## config.mk

```make
export PLATFORM = sky130hd
export DESIGN_NAME = button_conditioner
export DESIGN_NICKNAME = d
export VERILOG_FILES = /design/src/rtl/button_conditioner.sv
export SDC_FILE = /design/constraint.sdc
export NUM_CORES = 1
export LEC_CHECK = 0
export BUFFER_PORTS_ARGS = -buffer_cell sky130_fd_sc_hd__buf_2
export CAP_MARGIN = 20
export CORE_MARGIN = 4
export CORE_UTILIZATION = 50
export CTS_BUF_LIST = sky130_fd_sc_hd__clkbuf_8
export DETAILED_ROUTE_END_ITERATION = 10
export GPL_ROUTABILITY_DRIVEN = 0
export HOLD_SLACK_MARGIN = 0.08
export PLACE_DENSITY = 0.76
export SLEW_MARGIN = 20
export SYNTH_ARGS = -nofsm -noshare
export SYNTH_HDL_FRONTEND = slang
export SYNTH_SLANG_ARGS = --single-unit
```

## constraint.sdc

```tcl
create_clock -name clk -period 3.4 [get_ports clk]
set_input_delay 0 -clock clk [delete_from_list [all_inputs] [get_ports clk]]
set_output_delay 0 -clock clk [all_outputs]
set_load 0.01 [all_outputs]
```

## src/rtl/button_conditioner.sv

```systemverilog
// button_conditioner: polarity normalisation, two-flop synchroniser and
// per-button debounce producing level, press/release pulses and a toggle.
module button_conditioner #(
   parameter int unsigned WIDTH      = 4,
   parameter int unsigned DEBOUNCE   = 500000,
   parameter int unsigned CNT_W      = 20,
   parameter bit          ACTIVE_LOW = 1'b1
) (
   input  logic             clk,
   input  logic             reset,
   input  logic [WIDTH-1:0] btn_raw,
   output logic [WIDTH-1:0] btn_level,
   output logic [WIDTH-1:0] btn_press,
   output logic [WIDTH-1:0] btn_release,
   output logic [WIDTH-1:0] btn_toggle
);

   // Count value on which a pending change is accepted
   localparam logic [CNT_W-1:0] CNT_LAST = CNT_W'(DEBOUNCE - 1);

   typedef enum logic {
      ST_STABLE   = 1'b0,
      ST_CHANGING = 1'b1
   } state_t;

   logic [WIDTH-1:0] w_norm;
   logic [WIDTH-1:0] r_s1;
   logic [WIDTH-1:0] r_s2;
   logic [WIDTH-1:0] r_level;
   logic [WIDTH-1:0] w_level_nxt;
   logic [CNT_W-1:0] r_cnt     [WIDTH];
   logic [CNT_W-1:0] w_cnt_nxt [WIDTH];
   state_t           w_state   [WIDTH];
   logic [WIDTH-1:0] r_press;
   logic [WIDTH-1:0] r_release;
   logic [WIDTH-1:0] r_toggle;
   logic [WIDTH-1:0] w_press_nxt;
   logic [WIDTH-1:0] w_release_nxt;
   logic [WIDTH-1:0] w_toggle_nxt;

   // Map raw pins to 1 = pressed before they enter the clock domain
   assign w_norm = ACTIVE_LOW ? ~btn_raw : btn_raw;

   // Two-flop synchroniser into clk
   always_ff @(posedge clk or posedge reset) begin
      if (reset) begin
         r_s1 <= '0;
         r_s2 <= '0;
      end else begin
         r_s1 <= w_norm;
         r_s2 <= r_s1;
      end
   end

   // Debounce state register: accepted level and per-button counter
   always_ff @(posedge clk or posedge reset) begin
      if (reset) begin
         r_level <= '0;
         for (int i = 0; i < int'(WIDTH); i++) begin
            r_cnt[i] <= '0;
         end
      end else begin
         r_level <= w_level_nxt;
         for (int i = 0; i < int'(WIDTH); i++) begin
            r_cnt[i] <= w_cnt_nxt[i];
         end
      end
   end

   // Next-state logic: a mismatch must persist for DEBOUNCE cycles to be accepted
   always_comb begin
      w_level_nxt = r_level;
      for (int i = 0; i < int'(WIDTH); i++) begin
         w_cnt_nxt[i] = '0;
         w_state[i]   = (r_s2[i] != r_level[i]) ? ST_CHANGING : ST_STABLE;
         case (w_state[i])
            ST_STABLE: begin
               w_cnt_nxt[i] = '0;
            end
            ST_CHANGING: begin
               if (r_cnt[i] == CNT_LAST) begin
                  w_level_nxt[i] = r_s2[i];
                  w_cnt_nxt[i]   = '0;
               end else begin
                  w_cnt_nxt[i] = r_cnt[i] + CNT_W'(1);
               end
            end
            default: begin
               w_cnt_nxt[i] = '0;
            end
         endcase
      end
   end

   // Output decode: pulses and toggle follow the accepted level change
   always_comb begin
      w_press_nxt   = w_level_nxt & ~r_level;
      w_release_nxt = ~w_level_nxt & r_level;
      w_toggle_nxt  = r_toggle ^ w_press_nxt;
   end

   // Registered pulse and toggle outputs, aligned with the level update
   always_ff @(posedge clk or posedge reset) begin
      if (reset) begin
         r_press   <= '0;
         r_release <= '0;
         r_toggle  <= '0;
      end else begin
         r_press   <= w_press_nxt;
         r_release <= w_release_nxt;
         r_toggle  <= w_toggle_nxt;
      end
   end

   assign btn_level   = r_level;
   assign btn_press   = r_press;
   assign btn_release = r_release;
   assign btn_toggle  = r_toggle;

endmodule
```

=== Word level (Yosys, flattened, before mapping) ===
Index checks and enable logic that the tools add are counted.
Widths: inputs -> output; s select.

* Logic and storage cells: 52
* Register bits after elaboration: 104
* Output and inout bits: 16
* Input bits: 6

* Equal/unequal tests: 8
* Mux-type cells: 20
* Bitwise gates (word level): 10
* Add/sub/neg operators: 4

{| class="wikitable"
|+ Operators by type and width
! operator !! number
|-
| $pmux 20 s2 || 4
|-
| $add 20x1->20 const B || 4
|-
| $eq 20x19->1 const B || 4
|-
| $mux 20 || 4
|-
| $mux 1 || 12
|-
| $not 4->4 || 3
|-
| $and 4x4->4 || 2
|-
| $ne 1x1->1 || 4
|-
| $not 1->1 || 4
|-
| $xor 4x4->4 || 1
|}

=== Logic depth before layout (Yosys ltp) ===
Gate-level depths: netlist (run 1).

* Depth after elaboration: 5
* Mapped depth: 6
* Gate-level depth less buffers: 5

=== Worst setup path before layout (run 1) ===
Ideal clock, no wire load.

* Path type: reg-to-reg
* From: register r_cnt[20] (netlist bit)
* To: register r_cnt[38] (netlist bit)
* Arrival: 1.867 ns
* Buffers on the path: 0
* Period minus slack after synthesis: 1.944 ns
* Library setup time: 0.078 ns
* Setup slack: 1.456 ns
* Stages on the path, launching flop included: 6
* Data required time: 3.322 ns
* Cells stage by stage: dfrtp_1 ha_1 nand4_4 or4_4 or4_1 a21oi_1

{| class="wikitable"
|+ RTL lines
! what !! line !! text
|-
| start, declared || 31 || <nowiki>logic [CNT_W-1:0] r_cnt [WIDTH];</nowiki>
|-
| start signal, assigned by index || 65 || <nowiki>r_cnt[i] <= w_cnt_nxt[i];</nowiki>
|}

==> impl_metrics.toml, run 1 <==
[sta]
fmax_mhz = 452.1
drv_slew = 0
timing.slew.headroom_pct = 49.07
fin_setup_tns_ns = 0
hold_viol_final = 0
rsz0062_at_grt = "false"
setup_viol = 0
post-route-period-util_pct = 65.06
layout_min_cycle_time_ns = 2.212
worstMarginPinSlew_ns = 0.7639
finClkSkew_ns = 0.008320

[placed_design]
portBuffers = 21
place.detailed.hpwl_mm = 6.257
post_dp_cell_area_mm2 = 0.005115

[floorplanning]
die_h_um = 106.6
dieArea_mm2 = 0.01136
fp.coreArea_mm2 = 0.009371
io_pins = 22
die_w_um = 106.6
start_util_pct = 51.87
rows = 35

[power]
p_clk_share_pct = 39.6
total_leakage_power_uw = 0.002254
p_per_area_mw_per_mm2 = 412.6
vdd_drop_max_mv = 0.1985
p_switching_uw = 492.1
power_frac_comb_pct = 3.5
p_int_uw = 1738
swShare_pct = 22.07
seqPwrFrac_pct = 57.0

[setup_path]
cpMaxStageDelayCell = "o21bai_1"
critPathLaunchType = "register"
crit_type = "reg2reg"
required_ns = 3.65
crit_chain = "ha_1 > nand4_1 > or2_2 > o21bai_1 > buf_4 > nor2_1"
critPathTopFamily = "simple AND/OR/NAND/NOR gates"
end_kind = "register"
critPathMaxStageDelay_ns = 0.53
path_buf_inv = 1
crit_fanout = 10
cp_data_arrival_time_ns = 2.46

[detailed_routing]
first_pass_iters = 5
avgViaCountPerCell = 5.575
ant_nets = 0
routed_wl_mm = 9.156
drt_iter0_markers = 204
routedWlPerCell_um = 14.24
drc = 0
num_vias = 3585

[grt]
grt_max_degree = 90
grt-ovfl-total = 0
antenna_found_initial = 0
grt_pass1_wl_mm = 15.75
track_usage_pct = 16.69
grt_pass1_vias = 3561

[final_layout]
fillers = 826
final_common_cell = "dfrtp_1"
diodes = 0
postLayoutCellArea_mm2 = 0.005405
finalNetCount = 519
layout_common_cells = "dfrtp_1, nor2_1, xnor2_1"
multi_input_area_mm2 = 0.002172
drive_gt1_share_pct = 11.28
seq_area_mm2 = 0.002603
area_growth_pct = 11.20

[clock_tree]
post_cts_buffers = 0
clock_latency_ns = 0.36
clkSlewWorstSetupHoldPaths_ns = 0.10
clock-sinks = 104
cts_buffers = 9
clockRootBuffer = "clkbuf_8"
htree_levels = 3
ctsLongestPathBuffers = 2
cts_tree = "yes"

[synth]
ys_types = 41
synth_top_cell_by_area = "dfrtp_1"
ys_seq_area_share_pct = 53.54
synth_area_mm2 = 0.004861
synthCells = 478
synth_area_leaders = "dfrtp_1, xnor2_1, nor2_1, xor2_1, nand4_1"
ys_ff_latch = 104
yosys_warnings = 0
syn_avg_cell_area_um2 = 10.17
synth_fp_nets = 488
synth_top_area_share_pct = 53.54

[worst_hold_path]
hp-class = "in2reg"

[run]
maxCapViolCount = 0

[outcome]
status = "complete, no violations"
## worst min-delay path, delay by kind of cell
kind | cells | cell delay (ns)
buffers and inverters | 3 | 0.63
## flip-flops by register name, indices dropped and copies added (netlist names)
signal	cells
r_cnt	80
btn_press	4
btn_level	4
r_s1	4
r_s2	4
btn_release	4
btn_toggle	4
## power groups by stage
stage	Combinational [uW]	Clock, uW	Sequential, uW
after floorplan	55.4	0	1290
after global placement	73.3	0	1290
after detailed placement	74.8	0	1290
after CTS	80.3	908	1270
after global routing	91.4	959	1270
final	77.8	882	1270
## cells in the mapped netlist, drive strengths merged
cell type / number
nor3b: 3
nand2: 27
inv: 13
and4: 5
or3: 17
nand4bb: 1
dfrtp: 104
and3b: 1
nand3: 29
nor3: 16
nor4b: 5
and2: 3
nor4bb: 1
nand2b: 4
mux2: 4
ha: 4
xor2: 24
or4: 10
o21ai: 18
o31ai: 5
or2: 6
nor4: 10
buf: 3
or4b: 1
o21a: 1
a21oi: 22
o21bai: 2
nand4: 26
and3: 4
xnor2: 33
o21ba: 1
clkbuf: 6
nor2: 69
## cell families (layout without fill, tap and decap cells)
kind of cell	Yosys count	in the layout	synth area share [%]
compound gates	49	49	5.715
xor+xnor	57	57	10.27
fa+ha+maj	4	4	1.030
buf+inv	22	58	1.776
flops	104	104	53.54
mux	4	4	0.9266
simple gates	238	238	26.74
## final timing paths
| check | startpoint | to | slack, ns | cells after the start |
|---|---|---|---|---|
| max reg2reg | r_cnt[60] | r_cnt[71] | 1.19 | 6 |
| min reg2reg | r_s1[2] | r_s2[2] | 0.35 | 0 |
| max | r_cnt[60] | r_cnt[71] | 1.19 | 6 |
| max in group asynchronous | reset | btn_release[1] | 2.33 | 4 |
| min | btn_raw[1] | r_s1[1] | 0.30 | 3 |
| min in group asynchronous | reset | btn_level[0] | 0.34 | 3 |
## routing by layer
layer / routed length [um] / share of wire [%] / global-route usage, % / vias to the layer above
met5: 0 / 0 / 0 / -
met4: 105 / 1.1 / 4.932 / 0
met3: 363 / 4.0 / 4.094 / 10
met2: 4546 / 50 / 28.78 / 63
met1: 4141 / 45 / 20.86 / 1764
li1: - / - / - / 1748
## metrics by stage
step                      utilization [%]  setup slack [ns]  hold slack, ns  cells  power, uW
after global placement              54.58             1.335          0.1477    622       1367
after floorplan                         -            0.6678         0.05941    478       1345
after global routing                57.68             1.009          0.3016    643       2324
final                               57.68             1.188          0.3015    643       2230
after detailed placement            54.58             1.232          0.1552    622       1369
after CTS                           57.65             1.172          0.2787    643       2258
## area by class of cell
type	instances	share of cell area (%)
timing repair buffer	29	3.287
inverter	13	0.9954
clock buffer	11	2.801
sequential	104	48.15
multi-input combinational	352	40.19
clock inverter	5	1.597
tap	129	2.986
## timing repair
action / CTS / global route
hold buffers: 5 / 0
hold endpoints to repair: 92 / 0
resized for setup: 0 / 0
Power figures use the tool's default switching activity.
==> run 2, diff against run 1 <==
--- a/config.mk
+++ b/config.mk
@@ -5,6 +5,7 @@
 export SDC_FILE = /design/constraint.sdc
 export NUM_CORES = 1
 export LEC_CHECK = 0
+export ABC_AREA = 1
 export BUFFER_PORTS_ARGS = -buffer_cell sky130_fd_sc_hd__buf_2
 export CAP_MARGIN = 20
 export CORE_MARGIN = 4
==> constraint.sdc (replaced) <==
create_clock -name clk -period 2.2 [get_ports clk]
set_input_delay 0 -clock clk [delete_from_list [all_inputs] [get_ports clk]]
set_output_delay 0 -clock clk [all_outputs]
set_load 0.01 [all_outputs]
==> run 2 against run 1 <==
Effect of this change:
- clock power up 26%
- non-clock buffer count grew 3
- worst setup slack worse by 0.87 ns
- utilization down 1.3 points
- via count grew 35%
- first-iteration DRC count rose by 61%
- worst hold slack lost 0.14 ns
- final cell count is 48% higher
- critical path depth unchanged
- sequential power is 54% higher
- wire length up 31%
- critical endpoint is now r_cnt[78]
==> impl_metrics.toml, run 2 <==
[clock_tree]
ctsResizeCount = 0
clockRootBuffer = "clkbuf_8"
clock_latency_ns = 0.38
clkSlewWorstSetupHoldPaths_ns = 0.10
cts_tree = "yes"
cts_buffers = 9
htree_levels = 3
clock-sinks = 104
ctsLongestPathBuffers = 2

[sta]
setup_viol = 0
post-route-period-util_pct = 85.69
holdWs_ns = 0.1623
drv_slew = 0
finClkSkew_ns = 0.009633
layout_min_cycle_time_ns = 1.885
rsz0062_at_grt = "false"
fmax_mhz = 530.4
worstMarginPinSlew_ns = 0.7912
timing.slew.headroom_pct = 47.06
fin_setup_tns_ns = 0
hold_viol_final = 0

[detailed_routing]
first_pass_iters = 5
ant_nets = 0
num_vias = 4830
drt_iter0_markers = 329
routed_wl_mm = 12.00
routedWlPerCell_um = 12.59
drc = 0
avgViaCountPerCell = 5.068

[final_layout]
drive_gt1_share_pct = 9.225
diodes = 0
final_common_cell = "nor2_1"
finalNetCount = 818
finalNonFillerCells = 953
finalCoreUtilization_pct = 56.40
regMostFlops = "r_cnt"
postLayoutCellArea_mm2 = 0.006195
area_growth_pct = 9.005
layout_common_cells = "nor2_1, nand2_1, dfrtp_1"
largest_reg_flops = 80

[floorplanning]
die_h_um = 114.6
io_pins = 22
fp.coreArea_mm2 = 0.01098
rows = 38
start_util_pct = 51.74
dieArea_mm2 = 0.01314
die_w_um = 114.6

[grt]
grt_max_degree = 37
grt-ovfl-total = 0
grt_pass1_wl_mm = 21.29
track_usage_pct = 20.03
grt_pass1_vias = 4593
antenna_found_initial = 0

[synth]
synth_edf_count = 0
async_flop_share_pct = 100.0
ys.flop_type = "dfrtp_1"
ys_types = 31
yosysMostFrequentCell = "nor2_1"
synth_fp_nets = 785
ys_ff_latch = 104
ys_seq_area_share_pct = 45.79
synth_area_mm2 = 0.005683
ys_top_cells_by_count = "nor2_1, nand2_1, dfrtp_1, inv_1, nand3_1"
yosys_warnings = 0
synth_top_cell_by_area = "dfrtp_1"
synthCells = 775
synth_area_leaders = "dfrtp_1, nor2_1, nand2_1, nand3_1, inv_1"
syn_avg_cell_area_um2 = 7.333
synth_top_area_share_pct = 45.79

[run]
maxCapViolCount = 0

[outcome]
status = "complete, no violations"

[setup_path]
critPathCapture = "r_cnt[78]"
r2r_start = "r_s2[0]"
required_ns = 2.47
critPathMaxStageDelay_ns = 0.63
rr_worst_depth = 6
crit_start = "r_s2[0]"
crit_fanout = 11
r2r_setup_slack_ns = 0.31
r2r_end = "r_cnt[78]"
cp_data_arrival_time_ns = 2.16
critPathTopFamily = "simple AND/OR/NAND/NOR gates"
critPathLaunchType = "register"
end_kind = "register"
cpMaxStageDelayCell = "nor2_1"
crit_chain = "inv_1 > nor2_1 > nor2_1 > inv_1 > nand2_2 > a21oi_1"
crit_type = "reg2reg"
critical_path_cell_count = 6
path_buf_inv = 2

[placed_design]
portBuffers = 21
post_dp_cell_area_mm2 = 0.005968
dp.cells = 932
place.detailed.hpwl_mm = 8.774

[power]
p_per_area_mw_per_mm2 = 516.8
total_leakage_power_uw = 0.002697
vdd_drop_max_mv = 0.4608

[worst_hold_path]
hp-class = "in2async"
## run 2: changes by cell type in the layout (fill, tap and decap cells not counted), moves of 11 or more
cell,before,now
nor2_1,69,194
nand2_1,27,146
inv_1,12,96
nand3_1,28,82
xnor2_1,33,5
or3_1,17,0
nor2_2,0,11
## run 2: worst register-to-register path: stages, from the launching register on
cell     delay, ns
dfrtp_1       0.40
inv_1         0.09
nor2_1        0.08
nor2_1        0.63
inv_1         0.29
nand2_2       0.22
a21oi_1       0.06
## run 2: worst min path at each step
stage                           to  slack, ns  cells past startpoint  startpoint
floorplan                  r_s1[0]       0.06                      1  btn_raw[0]
global placement     btn_toggle[2]       0.02                      2       reset
detailed placement  btn_release[2]       0.03                      2       reset
CTS                  btn_toggle[2]       0.14                      3       reset
global route             r_cnt[29]       0.21                      3       reset
finish              btn_release[2]       0.16                      3       reset
## run 2: area by class of cell
type                            instances  area, um2
Clock buffer                            9      123.9
Clock inverter                          7      52.55
Fill cell                            1020       4788
Inverter                              101      382.9
Multi-Input combinational cell        560       2645
Sequential cell                       104       2603
Tap cell                              140      175.2
Timing Repair Buffer                   32      212.7
## run 2: kinds of logic (layout without fill, tap and decap cells)
logic type | count (synthesis) | after routing | share of synthesized area [%]
simple gates | 488 | 488 | 37.38
buf+inv | 111 | 149 | 7.662
flops | 104 | 104 | 45.79
compound gates | 36 | 36 | 3.347
xor+xnor | 32 | 32 | 4.932
fa+ha+maj | 4 | 4 | 0.8807
## run 2: per-layer routing
metal	vias to the layer above	GRT usage, %	routed length (um)
met5	-	0	0
met4	0	6.176	172
met3	18	4.440	703
met2	124	30.58	5438
met1	2193	28.57	5688
li1	2495	-	-
## run 2: power breakdown
group | switching [uW] | internal, uW
registers | 18.7 | 1940
clock network | 684 | 422
logic | 96.9 | 45.5
## run 2: repair_timing
action | in CTS | in global routing
hold endpoints to repair | 108 | 0
buffers inserted | 0 | 0
hold buffers | 5 | 0
## run 2: metrics by stage
step	total power [uW]	setup WS, ns
2_1_floorplan	2084	0.8558
3_3_place_gp	2128	0.3691
3_5_place_dp	2131	0.3434
4_1_cts	3254	0.3102
5_1_grt	3367	0.07877
6_report	3201	0.3147
